`config.mk`:
```
export PLATFORM = sky130hd
export DESIGN_NAME = pipe_stage_reg_flat
export DESIGN_NICKNAME = d
export VERILOG_FILES = /design/src/rtl/pipe_pkg.sv /design/src/rtl/pipe_stage_reg_if.sv /design/src/rtl/pipe_entry.sv /design/src/rtl/pipe_stage_reg.sv /design/src/flat_wrapper.sv
export SDC_FILE = /design/constraint.sdc
export NUM_CORES = 1
export LEC_CHECK = 0
export ABC_CLOCK_PERIOD_IN_PS = 2100
export BUFFER_PORTS_ARGS = -buffer_cell sky130_fd_sc_hd__buf_4
export CORE_MARGIN = 3
export CORE_UTILIZATION = 30
export CTS_CLUSTER_SIZE = 28
export DETAILED_ROUTE_END_ITERATION = 10
export PLACE_DENSITY = 0.46
export SKIP_LAST_GASP = 1
export SLEW_MARGIN = 25
export SYNTH_ARGS = -nofsm -noshare
export SYNTH_HDL_FRONTEND = slang
export SYNTH_HIERARCHICAL = 1
export SYNTH_SLANG_ARGS = --single-unit
```
`constraint.sdc`:
```
create_clock -name clk -period 2.1 [get_ports clk]
set_input_delay 0.42 -clock clk [delete_from_list [all_inputs] [get_ports clk]]
set_output_delay 0.42 -clock clk [all_outputs]
set_load 0.05 [all_outputs]
```
`src/rtl/pipe_pkg.sv`:
```
// Shared definitions for elastic pipeline-stage registers: state encoding and
// the default payload/control widths used by every stage instance.
package pipe_pkg;

   localparam int DEF_DATA_W = 32;
   localparam int DEF_CTRL_W = 12;

   // Encoding doubles as the held-entry count driven on the count port.
   typedef enum logic [1:0] {
      ST_EMPTY = 2'd0,
      ST_ONE   = 2'd1,
      ST_FULL  = 2'd2
   } pipe_state_t;

endpackage

```
`src/rtl/pipe_stage_reg_if.sv`:
```
// Handshake bundle between two pipeline stages; the stage register uses the
// slave view, the surrounding pipeline (or bench) drives the master view.
interface pipe_stage_reg_if #(
   parameter int DATA_W = pipe_pkg::DEF_DATA_W,
   parameter int CTRL_W = pipe_pkg::DEF_CTRL_W
) ();

   logic              in_valid;
   logic              in_ready;
   logic [DATA_W-1:0] in_data;
   logic [CTRL_W-1:0] in_ctrl;
   logic              flush;
   logic              out_valid;
   logic              out_ready;
   logic [DATA_W-1:0] out_data;
   logic [CTRL_W-1:0] out_ctrl;
   logic [1:0]        count;

   modport slave (
      input  in_valid, in_data, in_ctrl, flush, out_ready,
      output in_ready, out_valid, out_data, out_ctrl, count
   );

   modport master (
      output in_valid, in_data, in_ctrl, flush, out_ready,
      input  in_ready, out_valid, out_data, out_ctrl, count
   );

endinterface

```
`src/rtl/pipe_entry.sv`:
```
// One pipeline entry: valid flag plus control and data payload, with load,
// clear_valid (payload kept) and synchronous reset.
module pipe_entry #(
   parameter int DATA_W = pipe_pkg::DEF_DATA_W,
   parameter int CTRL_W = pipe_pkg::DEF_CTRL_W
) (
   input  logic              clk,
   input  logic              rst,
   input  logic              load,
   input  logic              clear_valid,
   input  logic [DATA_W-1:0] d_data,
   input  logic [CTRL_W-1:0] d_ctrl,
   output logic              valid,
   output logic [DATA_W-1:0] data,
   output logic [CTRL_W-1:0] ctrl
);

   // NOTE: sequential state uses non-blocking assignments only, so every
   // register samples the pre-edge values of its neighbours.
   // NOTE: payload is reset too, giving a defined zero on out_data after reset.
   always_ff @(posedge clk) begin
      if (rst) begin
         valid <= 1'b0;
         data  <= '0;
         ctrl  <= '0;
      end else if (clear_valid) begin
         valid <= 1'b0;
      end else if (load) begin
         valid <= 1'b1;
         data  <= d_data;
         ctrl  <= d_ctrl;
      end
   end

endmodule

```
`src/rtl/pipe_stage_reg.sv`:
```
// Elastic pipeline-stage register with optional two-entry skid buffer
// (registered in_ready), flush-to-bubble and bubble masking of control.
module pipe_stage_reg
   import pipe_pkg::*;
#(
   parameter int DATA_W = DEF_DATA_W,
   parameter int CTRL_W = DEF_CTRL_W,
   parameter bit SKID   = 1'b1
) (
   input logic clk,
   input logic rst,
   pipe_stage_reg_if.slave bus
);

   pipe_state_t       st;
   logic              in_ready;
   logic              in_fire;
   logic              out_fire;
   logic              head_load;
   logic              head_clr;
   logic [DATA_W-1:0] head_d_data;
   logic [CTRL_W-1:0] head_d_ctrl;
   logic              head_valid;
   logic [DATA_W-1:0] head_data;
   logic [CTRL_W-1:0] head_ctrl;

   assign in_fire  = bus.in_valid & in_ready;
   assign out_fire = head_valid & bus.out_ready;

   pipe_entry #(.DATA_W(DATA_W), .CTRL_W(CTRL_W)) u_head (
      .clk         (clk),
      .rst         (rst),
      .load        (head_load),
      .clear_valid (head_clr),
      .d_data      (head_d_data),
      .d_ctrl      (head_d_ctrl),
      .valid       (head_valid),
      .data        (head_data),
      .ctrl        (head_ctrl)
   );

   if (SKID) begin : gen_skid
      pipe_state_t       st_nxt;
      logic              in_ready_r;
      logic              skid_load;
      logic              skid_clr;
      logic              skid_valid;
      logic [DATA_W-1:0] skid_data;
      logic [CTRL_W-1:0] skid_ctrl;

      pipe_entry #(.DATA_W(DATA_W), .CTRL_W(CTRL_W)) u_skid (
         .clk         (clk),
         .rst         (rst),
         .load        (skid_load),
         .clear_valid (skid_clr),
         .d_data      (bus.in_data),
         .d_ctrl      (bus.in_ctrl),
         .valid       (skid_valid),
         .data        (skid_data),
         .ctrl        (skid_ctrl)
      );

      // NOTE: every output of this block gets a default first, so no path
      // leaves a signal unassigned and no latch is inferred.
      always_comb begin
         st_nxt      = st;
         head_load   = 1'b0;
         head_clr    = 1'b0;
         skid_load   = 1'b0;
         skid_clr    = 1'b0;
         head_d_data = bus.in_data;
         head_d_ctrl = bus.in_ctrl;
         if (bus.flush) begin
            st_nxt   = ST_EMPTY;
            head_clr = 1'b1;
            skid_clr = 1'b1;
         end else begin
            unique case (st)
               ST_EMPTY: if (in_fire) begin
                  st_nxt    = ST_ONE;
                  head_load = 1'b1;
               end
               ST_ONE: begin
                  if (in_fire && !out_fire) begin
                     st_nxt    = ST_FULL;
                     skid_load = 1'b1;
                  end else if (in_fire) begin
                     head_load = 1'b1;
                  end else if (out_fire) begin
                     st_nxt   = ST_EMPTY;
                     head_clr = 1'b1;
                  end
               end
               ST_FULL: if (out_fire && skid_valid) begin
                  st_nxt      = ST_ONE;
                  head_load   = 1'b1;
                  head_d_data = skid_data;
                  head_d_ctrl = skid_ctrl;
                  skid_clr    = 1'b1;
               end
               default: st_nxt = ST_EMPTY;
            endcase
         end
      end

      // Ready is a flop so upstream never sees a path from out_ready.
      always_ff @(posedge clk) begin
         if (rst) begin
            st         <= ST_EMPTY;
            in_ready_r <= 1'b1;
         end else begin
            st         <= st_nxt;
            in_ready_r <= (st_nxt != ST_FULL);
         end
      end

      assign in_ready = in_ready_r;
   end else begin : gen_single
      assign in_ready = !head_valid | bus.out_ready;

      always_comb begin
         head_d_data = bus.in_data;
         head_d_ctrl = bus.in_ctrl;
         head_load   = in_fire & !bus.flush;
         head_clr    = bus.flush | (out_fire & !in_fire);
      end

      always_ff @(posedge clk) begin
         if (rst)            st <= ST_EMPTY;
         else if (head_load) st <= ST_ONE;
         else if (head_clr)  st <= ST_EMPTY;
      end
   end

   assign bus.in_ready  = in_ready;
   assign bus.out_valid = head_valid;
   assign bus.out_data  = head_data;
   assign bus.out_ctrl  = head_valid ? head_ctrl : '0;
   assign bus.count     = st;

endmodule

```
`src/flat_wrapper.sv`:
```
// flat-port wrapper written by rule: the top's interface ports become plain ports
module pipe_stage_reg_flat import pipe_pkg::*;
#(
   parameter int DATA_W = DEF_DATA_W,
   parameter int CTRL_W = DEF_CTRL_W,
   parameter bit SKID   = 1'b1
)
  (clk, rst, bus_in_valid, bus_in_data, bus_in_ctrl, bus_flush, bus_out_ready, bus_in_ready, bus_out_valid, bus_out_data, bus_out_ctrl, bus_count);
  pipe_stage_reg_if #(.DATA_W(DATA_W), .CTRL_W(CTRL_W)) bus_i ();
  input logic clk;
  input logic rst;
  input wire logic [$bits(bus_i.in_valid)-1:0] bus_in_valid;
  input wire logic [$bits(bus_i.in_data)-1:0] bus_in_data;
  input wire logic [$bits(bus_i.in_ctrl)-1:0] bus_in_ctrl;
  input wire logic [$bits(bus_i.flush)-1:0] bus_flush;
  input wire logic [$bits(bus_i.out_ready)-1:0] bus_out_ready;
  output wire logic [$bits(bus_i.in_ready)-1:0] bus_in_ready;
  output wire logic [$bits(bus_i.out_valid)-1:0] bus_out_valid;
  output wire logic [$bits(bus_i.out_data)-1:0] bus_out_data;
  output wire logic [$bits(bus_i.out_ctrl)-1:0] bus_out_ctrl;
  output wire logic [$bits(bus_i.count)-1:0] bus_count;
  assign bus_i.in_valid = bus_in_valid;
  assign bus_i.in_data = bus_in_data;
  assign bus_i.in_ctrl = bus_in_ctrl;
  assign bus_i.flush = bus_flush;
  assign bus_i.out_ready = bus_out_ready;
  assign bus_in_ready = bus_i.in_ready;
  assign bus_out_valid = bus_i.out_valid;
  assign bus_out_data = bus_i.out_data;
  assign bus_out_ctrl = bus_i.out_ctrl;
  assign bus_count = bus_i.count;
  pipe_stage_reg #(.DATA_W(DATA_W), .CTRL_W(CTRL_W), .SKID(SKID)) u_core (.clk(clk), .rst(rst), .bus(bus_i));
endmodule
```
After elaboration in Yosys (flattened, before gate mapping)
Cells that the tools add are included.
- flip-flop bits (word level): 93
- input bits: 49
- output and inout port bits: 48
- logic and storage cells: 52
- equality and inequality tests: 3
- muxes and demuxes: 29
- bitwise operators: 4
- reductions and logical operators: 8
- operator list (kind ; count):
    2-to-1 mux 32 bit ; 3
    2-to-1 mux 12 bit ; 4
    2-to-1 mux 1 bit ; 14
    2-to-1 mux 2 bit ; 6
    one-hot mux 2 bit (3 select lines) ; 1
    AND reduction 2 bit ; 2
    OR reduction 2 bit ; 2
    one-hot mux 1 bit (3 select lines) ; 1
    bitwise AND 1 bit ; 2
    equality test 2 x 1 -> 1 bit (second input constant) ; 1
    equality test 2 bit (second input constant) ; 1
    logical AND 1 bit ; 2
    zero test 2 bit ; 1
    != test 2 bit (second input constant) ; 1
    inverter 1 bit ; 2
    zero test 1 bit ; 1

Longest topological paths before layout
- word-level depth: 8
- mapped depth: 7
- depth with buffers taken out: 5

By module
The synthesis kept the hierarchy.
- by module, submodules not included (module ; instances ; cells each ; area an instance (µm²) ; seq. area each (µm²)):
    pipe_entry ; 2 ; 203 ; 2089.5 ; 900.9
    pipe_stage_reg ; 1 ; 84 ; 1009.7 ; 60.1

Worst setup path before layout
No wires, ideal clock.
- path kind: reg-to-reg
- start: register u_core.u_head.valid
- end: register u_core.u_head.data[28]
- setup time: 127 ps
- arrival time: 1992 ps
- data required time: 1973 ps
- path slack: -19 ps
- cell stages (with the launch flop): 8
- buffers on the path: 2
- clock period less this slack: 2119 ps
- cells stage by stage: dfxtp_1 nand4_2 or3_1 buf_6 buf_12 mux2_4 nand4bb_1 o21ai_0
- elaborated cells between the ends (all ways): 18
- those cells by class: mux: 12; bitwise: 2; reduce/logical: 4
- RTL lines (element ; RTL line ; text):
    start: declaration ; pipe_entry.sv:13 ; output logic valid,
    start signal: assignment ; pipe_entry.sv:23 ; valid <= 1'b0;
    start signal: assignment ; pipe_entry.sv:27 ; valid <= 1'b0;
    start signal: assignment ; pipe_entry.sv:29 ; valid <= 1'b1;
    bitwise AND 1 bit ; pipe_stage_reg.sv:28 ; assign out_fire = head_valid & bus.out_ready;
    logical AND 1 bit ; pipe_stage_reg.sv:94 ; ST_FULL: if (out_fire && skid_valid) begin
    2-to-1 mux 32 bit ; pipe_stage_reg.sv:94 ;
    2-to-1 mux 32 bit ; pipe_stage_reg.sv:78 ; unique case (st)
    2-to-1 mux 32 bit ; pipe_stage_reg.sv:73 ; if (bus.flush) begin
    via u_core.head_d_data[28] ; pipe_stage_reg.sv:21 ; logic [DATA_W-1:0] head_d_data;
    end signal: assignment ; pipe_entry.sv:30 ; data <= d_data;
    end: declaration ; pipe_entry.sv:14 ; output logic [DATA_W-1:0] data,
The timed path passes the listed nets, and every way through them passes these cells.
A chain may end at the register's enable or synchronous reset.

Worst setup path in the final report
- start: register u_core.st[1], in the netlist u_core/bus.count[1]
- end: register u_core.u_head.ctrl[3]
- elaborated cells between the ends (all ways): 11
- those cells by class: eq/ne: 2; mux: 6; bitwise: 1; reduce/logical: 2
- RTL lines (element ; RTL line ; text):
    start: declaration ; pipe_stage_reg.sv:15 ; pipe_state_t st;
    start signal: assignment ; pipe_stage_reg.sv:112 ; st <= st_nxt;
    equality test 2 bit ; pipe_stage_reg.sv:78 ;
    2-to-1 mux 12 bit ; pipe_stage_reg.sv:78 ;
    2-to-1 mux 12 bit ; pipe_stage_reg.sv:73 ;
    via u_core.head_d_ctrl[3] ; pipe_stage_reg.sv:22 ; logic [CTRL_W-1:0] head_d_ctrl;
    end signal: assignment ; pipe_entry.sv:31 ; ctrl <= d_ctrl;
    end: declaration ; pipe_entry.sv:15 ; output logic [CTRL_W-1:0] ctrl
The timed path passes the listed nets, and every way through them passes these cells.

==> qor.tcl <==
set qor(clock_pin_slew_on_the_worst_setup_and_hold_paths_ns) 0.07
set qor(route.antenna.remaining_nets) 0
set qor(clock_tree.root_cell) {sky130_fd_sc_hd__clkbuf_16}
set qor(worstSetupEndpointType) {flop}
set qor(buffer_ports.inserted) 96
set qor(timing.final.crit_period_ns) 1.85
set qor(clk-insertion-delay-late_ns) 0.35
set qor(cts_max_path_buffers) 2
set qor(r2r_end) {u_core/u_head/ctrl[3]$_SDFFE_PP0P_}
set qor(drv.max_cap_violation_count) 0
set qor(worst-endpoint-required_ns) 2.32
set qor(final_cells) 787
set qor(max_slew_margin) 0.745
set qor(critical_path.max_fanout) 13
set qor(routedWlPerCell_um) 17.4
set qor(power.ir.vdd_worst_uv) 388
set qor(grt_pass1_vias) 3947
set qor(grt_setup_unrepaired) {false}
set qor(grt_overflow_total) 0
set qor(vias) 3850
set qor(worst-slew-pin-transition_ns) 0.382
set qor(critical_path.startpoint_type) {flop}
set qor(setup_viol) 0
set qor(timing.critical_path.from) {u_core/bus.count[1]$_SDFF_PP0_}
set qor(cts.repair_timing.setup_buffer_count) 0
set qor(clock.fmax_ghz) 0.542
set qor(static-leakage-power_uw) 0.00250
set qor(drive_gt1_frac) 0.362
set qor(numCtsBuffers) 9
set qor(clock-sinks) 93
set qor(core_area_sq_um) 16800
set qor(grt_first_pass_wirelength_um) 21600
set qor(track_usage) 0.147
set qor(dp_hpwl_um) 8470
set qor(post_synthesis_cell_area_sq_um) 5190
set qor(drt_iter0_drc) 253
set qor(finalMaxSlewViolations) 0
set qor(antenna_cells_inserted) 0
set qor(power.density_nw_per_um2) 652
set qor(worst_ep_arrival_time_ns) 2.07
set qor(grt_antenna_before_repair) 0
set qor(cts_repair_resize_count) 0
set qor(worstReg2RegStart) {u_core/bus.count[1]$_SDFF_PP0_}
set qor(synth.yosys.warnings) 6
set qor(timing.final.hold_violations) 0
set qor(firstDrtPassIters) 5
set qor(die-height_um) 138
set qor(drc) 0
set qor(worstSetupEndpoint) {u_core/u_head/ctrl[3]$_SDFFE_PP0P_}
set qor(layout_common_cells) {106 x sky130_fd_sc_hd__buf_4, 92 x sky130_fd_sc_hd__dfxtp_1, 88 x sky130_fd_sc_hd__nand2b_1, 88 x sky130_fd_sc_hd__nand4bb_1, 48 x sky130_fd_sc_hd__o21ai_0}
set qor(placed_cells_incl_taps) 771
set qor(post_route_setup_tns_ns) 0
set qor(postSynthAreaPerCell_sq_um) 10.6
set qor(tritoncts) {built}
set qor(floorplan.initialDensity) 0.310
set qor(post_drt_via_cell_ratio) 4.89
set qor(syn-num-nets) 539
set qor(std_cell_rows) 47
set qor(leading_cell_type_in_the_layout_fill_and_taps_excluded) {sky130_fd_sc_hd__buf_4}
set qor(final_core_area_utilization) 0.381
set qor(critPathKind) {reg2reg}
set qor(synth_cell_type_count) 34
set qor(synthesis.instances) 490
set qor(r2r_setup_slack_ns) 0.25
set qor(dieWidth_um) 138
set qor(grt_max_degree) 58
set qor(htree_depth) 3
set qor(routability_congestion) 0.674
set qor(fin_worst_hold_slack_ns) 0.332
set qor(die-area_sq_um) 18900
set qor(worst_clock_skew_ns) 0.0108
set qor(seq_area_frac_synth) 0.359
set qor(ys.flop_type) {sky130_fd_sc_hd__dfxtp_1}
set qor(final_net_count) 611
set qor(synth-async-reset-ratio) 0
set qor(number_of_flops_mapped_to_enable_cells_by_yosys) 0
set qor(outcome) {complete, no violations}
set qor(min-delay-path-class) {in2reg}
set qor(ios) 97
set qor(min_period_over_period) 0.879
set qor(post_cts_hold_buffer_count) 0
set qor(worst_r2r_path_depth) 6
set qor(final_routed_wirelength_um) 13700
set qor(syn_to_final_growth_pct) 23.1
set qor(ys_ff_latch) 93
==> sequential cells by signal, indices dropped and copies added (netlist names) <==
name and count:
u_core/bus.count 2, u_core/bus.in_ready 1, u_core/gen_skid.u_skid/ctrl 12, u_core/gen_skid.u_skid/data 32
u_core/gen_skid.u_skid/valid 1, u_core/u_head/ctrl 12, u_core/u_head/data 32, u_core/u_head/valid 1
==> report_power, final <==
part | switching, uW | internal (uW)
logic | 286 | 272
clock network | 726 | 1060
registers | 23.0 | 1800
total | 1030 | 3130
==> worst min-delay path by stage <==
stage	startpoint	end	slack, ns	depth (start not counted)
2_1_floorplan	u_core/gen_skid.u_skid/data[10]$_SDFFE_PP0P_	u_core/gen_skid.u_skid/data[10]$_SDFFE_PP0P_	0.44	2
3_3_place_gp	u_core/gen_skid.u_skid/data[8]$_SDFFE_PP0P_	u_core/gen_skid.u_skid/data[8]$_SDFFE_PP0P_	0.45	2
3_5_place_dp	u_core/u_head/data[17]$_SDFFE_PP0P_	u_core/u_head/data[17]$_SDFFE_PP0P_	0.45	2
4_1_cts	bus_flush	u_core/bus.count[0]$_SDFF_PP0_	0.32	2
5_1_grt	bus_flush	u_core/bus.count[0]$_SDFF_PP0_	0.33	2
6_report	bus_flush	u_core/bus.count[0]$_SDFF_PP0_	0.33	2
==> Yosys cell counts, types with 3 or more instances <==
| cell | instances | share of area |
|---|---|---|
| sky130_fd_sc_hd__and2_1 | 10 | 0.012 |
| sky130_fd_sc_hd__buf_12 | 4 | 0.015 |
| sky130_fd_sc_hd__buf_2 | 8 | 0.0077 |
| sky130_fd_sc_hd__buf_4 | 4 | 0.0058 |
| sky130_fd_sc_hd__buf_6 | 11 | 0.024 |
| sky130_fd_sc_hd__clkbuf_1 | 23 | 0.017 |
| sky130_fd_sc_hd__dfxtp_1 | 93 | 0.36 |
| sky130_fd_sc_hd__mux2_2 | 4 | 0.0087 |
| sky130_fd_sc_hd__mux2_4 | 40 | 0.12 |
| sky130_fd_sc_hd__nand2b_1 | 88 | 0.11 |
| sky130_fd_sc_hd__nand4bb_1 | 88 | 0.19 |
| sky130_fd_sc_hd__nor2_1 | 3 | 0.0022 |
| sky130_fd_sc_hd__o21ai_0 | 48 | 0.046 |
| sky130_fd_sc_hd__o21ai_1 | 20 | 0.019 |
| sky130_fd_sc_hd__o21ai_2 | 20 | 0.034 |
==> final cells by class <==
type	instances	area, sq um
tap	220	275
fill	1690	10400
timing repair buffer	113	936
multi-input combinational	345	2990
clock buffer	14	284
clock inverter	2	38.8
sequential	93	1860
==> metrics by stage <==
step,instance area [sq um],worst slack [ns],power (uW)
after floorplan,5190,0.0642,2220
after global placement,6070,0.193,2420
after detailed placement,6070,0.177,2430
after CTS,6390,0.268,4240
after global routing,6390,0.115,4330
final,6390,0.254,4170
==> worst max-delay path, stage by stage (launching register included) <==
cell and delay (ns):
sky130_fd_sc_hd__dfxtp_1 0.41, sky130_fd_sc_hd__nand4_2 0.18, sky130_fd_sc_hd__or3_4 0.38, sky130_fd_sc_hd__buf_4 0.23
sky130_fd_sc_hd__mux2_4 0.32, sky130_fd_sc_hd__nand4bb_1 0.10, sky130_fd_sc_hd__o21ai_0 0.09
==> kinds of logic (layout without fill, tap and decap cells) <==
kind of cell | Yosys count | in the layout | share of synthesized area
and+or+nand+nor | 206 | 206 | 0.335
AOI/OAI and AO/OA | 95 | 95 | 0.110
DFF | 93 | 93 | 0.359
buffers and inverters | 52 | 129 | 0.0714
muxes | 44 | 44 | 0.124
==> metal layers <==
metal  GRT usage  share of wire
met3      0.0383          0.046
met5           0              0
met2       0.224           0.44
met1       0.204           0.51
met4      0.0421         0.0098
Note: power is estimated with default switching activity, not from simulation.
